### config.mk
export PLATFORM = sky130hd
export DESIGN_NAME = fpu_dp_result_stage
export DESIGN_NICKNAME = d
export VERILOG_FILES = /design/src/rtl/fpu_dp_result_stage.sv
export SDC_FILE = /design/constraint.sdc
export NUM_CORES = 1
export LEC_CHECK = 0
export BUFFER_PORTS_ARGS = -buffer_cell sky130_fd_sc_hd__buf_4
export CAP_MARGIN = 20
export CORE_ASPECT_RATIO = 1.2
export CORE_UTILIZATION = 48
export DETAILED_ROUTE_END_ITERATION = 12
export GPL_ROUTABILITY_DRIVEN = 1
export PLACE_DENSITY = 0.78
export SYNTH_ARGS = -nofsm -noshare
export SYNTH_HDL_FRONTEND = slang
export SYNTH_SLANG_ARGS = --single-unit
### constraint.sdc
create_clock -name clk -period 7.05 [get_ports clk]
set_input_delay 1.41 -clock clk [delete_from_list [all_inputs] [get_ports clk]]
set_output_delay 1.41 -clock clk [all_outputs]
set_load 0.1 [all_outputs]
### src/rtl/fpu_dp_result_stage.sv
// Result stage for the double-precision FPU: a 2-entry skid FIFO carrying each result word with
// its overflow/underflow flags, zero/inf decode of the head entry, and sticky exception flags.
module fpu_dp_result_stage #(
  parameter int unsigned WIDTH = 64
) (
  input  logic             clk,
  input  logic             rst,
  input  logic             in_valid,
  output logic             in_ready,
  input  logic [WIDTH-1:0] in_result,
  input  logic             in_overflow,
  input  logic             in_underflow,
  output logic             out_valid,
  input  logic             out_ready,
  output logic [WIDTH-1:0] out_result,
  output logic             out_overflow,
  output logic             out_underflow,
  output logic             out_zero,
  output logic             out_inf,
  input  logic             flag_clr,
  output logic             sticky_overflow,
  output logic             sticky_underflow,
  output logic [1:0]       count
);

  localparam int unsigned ManW = WIDTH - 12;

  typedef struct packed {
    logic [WIDTH-1:0] result;
    logic             ovf;
    logic             unf;
  } entry_t;

  entry_t     mem_q [2];
  logic       wr_ptr_q, rd_ptr_q;
  logic [1:0] count_q, count_d;
  logic       sticky_ovf_q, sticky_ovf_d;
  logic       sticky_unf_q, sticky_unf_d;
  logic       push, pop;
  entry_t     head;
  logic [10:0]     head_exp;
  logic [ManW-1:0] head_man;

  // Handshake depends only on registered count, so in_ready never sees out_ready.
  assign in_ready  = (count_q != 2'd2);
  assign out_valid = (count_q != 2'd0);
  assign push      = in_valid & in_ready;
  assign pop       = out_valid & out_ready;

  always_comb begin
    count_d = count_q;
    if (push && !pop) begin
      count_d = count_q + 2'd1;
    end else if (!push && pop) begin
      count_d = count_q - 2'd1;
    end
  end

  // Set wins over clear when both happen in the same cycle.
  assign sticky_ovf_d = (push & in_overflow) | (sticky_ovf_q & ~flag_clr);
  assign sticky_unf_d = (push & in_underflow) | (sticky_unf_q & ~flag_clr);

  always_ff @(posedge clk) begin
    if (rst) begin
      wr_ptr_q     <= 1'b0;
      rd_ptr_q     <= 1'b0;
      count_q      <= 2'd0;
      sticky_ovf_q <= 1'b0;
      sticky_unf_q <= 1'b0;
    end else begin
      wr_ptr_q     <= wr_ptr_q ^ push;
      rd_ptr_q     <= rd_ptr_q ^ pop;
      count_q      <= count_d;
      sticky_ovf_q <= sticky_ovf_d;
      sticky_unf_q <= sticky_unf_d;
    end
  end

  // Storage needs no reset: every output is masked by out_valid.
  always_ff @(posedge clk) begin
    if (push && !rst) begin
      mem_q[wr_ptr_q] <= '{result: in_result, ovf: in_overflow, unf: in_underflow};
    end
  end

  always_comb begin
    head = '0;
    if (out_valid) begin
      head = mem_q[rd_ptr_q];
    end
  end

  assign head_exp = head.result[WIDTH-2 -: 11];
  assign head_man = head.result[ManW-1:0];

  assign out_result       = head.result;
  assign out_overflow     = head.ovf;
  assign out_underflow    = head.unf;
  assign out_zero         = out_valid & (head_exp == 11'h000) & (head_man == '0);
  assign out_inf          = out_valid & (head_exp == 11'h7FF) & (head_man == '0);
  assign sticky_overflow  = sticky_ovf_q;
  assign sticky_underflow = sticky_unf_q;
  assign count            = count_q;

endmodule

==> qor.csv <==
metric;value;unit
synth_top_area_share;70.4;%
first_global_vias;3725;
clockBufferDepth;2;
ios;145;
critical_path_buf_inv_count;2;
clk_latency;0.41;ns
dr.pass1.iters;4;
r2r_start;count[0];
fmax;0.204;GHz
maxCapViolCount;0;
rsz0062_at_grt;false;
worst-path-max-fanout;38;
drtIter0Drc;153;
setup_viol;0;
yosys.cell_count.top_type;edfxtp_1;
yosys-top-cells-area;edfxtp_1 70%, mux2i_1 12%, nor2_1 4.9%;
start_kind;register;
drc;0;
synth-seq-area-share;72.6;%
post-route-period-util;69.7;%
grt_overflow;0;
ys_ff_latch;138;
cp_cell_sequence;nor2_4 > buf_4 > nor2_1 > nor4_1 > o2111ai_1 > nor4_1 > buf_4;
path_clk_slew;0.05;ns
async_flop_share;0;%
endpoint_kind;output pin;
cp.depth;7;
drive_gt1_share;36.0;%
worst_pin_slew;0.979;ns
path_delay_family;simple AND/OR/NAND/NOR gates;
max_stage_delay;0.69;ns
grt_max_degree;62;
routedWlPerCell;17.3;um
antenna_found_initial;0;
crit_required;5.64;ns
cts_setup_buffers;0;
drv_slew;0;
rr_endpoint;count[1];
vias;3588;
wirelength;11900;um
cp_slowest_cell;nor2_4;
via_per_inst;5.22;
postSynthAreaPerCell;15.3;um2
syn_to_final_growth;34.1;%
critPathKind;register to output pin;
htreeDepth;4;
dp_hpwl;8160;um
synthesis.area;0.00563;mm2
relSlewSlack;34.7;%
outcome;finished, final reports clean;
grt_pass1_wl;18200;um
die_x;101;um
die_h;121;um
yosys.area.top_type;edfxtp_1;
period_needed;4.91;ns
synth_warnings;0;
synthesis.instances;369;
place.gp.congestion;0.756;
hp-class;register to register;
num_antenna_cells;0;
cts_tree;done;
hold_violations;0;
fin_setup_tns;0;ns
ctsHoldBuffers;0;
cts.sinks;138;
finalNetCount;593;
cts_resized;0;
core;0.0112;mm2
finClkSkew;0.00349;ns
port-buffer-count;144;
synth_edf_count;132;
drtAntennaViolNets;0;
placementRows;42;
grt_util_all_layers;20.5;%
synth_common_cells;132 x edfxtp_1, 73 x nor2_1, 65 x mux2i_1;
synth_nets;441;
numCtsBuffers;17;
n_fill_cell;800;
synthFlopType;edfxtp_1;
cts-root-buf;clkbuf_16;
fp.dieArea;0.0122;mm2
critPathLaunch;count[0];
endpoint;out_zero;
cp.arrival;3.50;ns
synth_cell_types;35;
start_util;50.0;%
r2r_cells;6;
rrSetupSlack;4.61;ns
## placed cells by master (no fill, tap or decap), types with 3 or more instances in the layout
cell       instances
buf_4            150
edfxtp_1         132
nor2_1            73
mux2i_1           65
clkbuf_16         17
nor4_1            13
a21oi_1           12
nand2_1            8
bufinv_16          7
nor3_1             5
nand3_1            5
dfxtp_1            5
clkinv_4           4
a41oi_1            3
xor2_1             3
## metal layers
| metal | up-vias | track usage [%] | share of wire, % |
|---|---|---|---|
| met5 | - | 0 | 0 |
| met4 | 0 | 11.9 | 3.2 |
| met3 | 29 | 5.26 | 6.0 |
| met2 | 130 | 34.9 | 53 |
| met1 | 1726 | 23.3 | 38 |
| li1 | 1703 | - | - |
## stage by stage
stage / cell area (um2) / utilization [%] / hold slack (ns) / std cells / setup slack, ns
final: 7540 / 67.1 / 0.569 / 688 / 2.14
after CTS: 7540 / 67.1 / 0.572 / 688 / 2.04
after detailed placement: 6850 / 60.9 / 0.563 / 656 / 2.54
after floorplan: 5640 / - / 0.516 / 369 / 0.520
after global routing: 7540 / 67.1 / 0.593 / 688 / 1.85
after global placement: 6850 / 60.9 / 0.531 / 656 / 2.53
## kinds of logic (layout without fill, tap and decap cells)
group           after synthesis  after routing  share of synthesized area, %
simple gates                123            123                          10.6
fa+ha+maj                     1              1                         0.222
xor+xnor                      4              4                         0.623
compound gates               19             19                          1.96
mux                          65             65                          11.6
flops                       138            138                          72.6
buf+inv                      19            184                          2.47
## flip-flops by register name, indices dropped and copies added (netlist names)
register and cells:
sticky_overflow 1, sticky_underflow 1, rd_ptr_q 1, wr_ptr_q 1
count 2, mem_q 132
## area by class of cell
type / count / area [um2] / area share, %
Sequential cell: 138 / 4090 / 54.2
Tap cell: 154 / 193 / 2.55
Multi-Input combinational cell: 212 / 1430 / 19.0
Inverter: 2 / 7.51 / 0.0995
Timing Repair Buffer: 150 / 1130 / 14.9
Clock inverter: 15 / 272 / 3.60
Clock buffer: 17 / 425 / 5.64
## worst min-delay path by stage
stage	start	to	cells past startpoint
final	count[1]	count[1]	2
after global routing	count[1]	count[1]	2
after CTS	count[1]	count[1]	2
after detailed placement	count[1]	count[1]	2
after global placement	count[1]	count[1]	2
after floorplan	wr_ptr_q	wr_ptr_q	2
## worst register-to-register path, cell delays in order, from the launching register on
cell     delay, ns
dfxtp_1       0.37
nor2_4        0.69
inv_1         0.30
nand2_1       0.21
ha_1          0.28
or3_1         0.35
a21oi_1       0.15
Power is left out: the tool's default activity adds up to more than one toggle a clock period on the data nets, which glitch-free logic cannot reach.
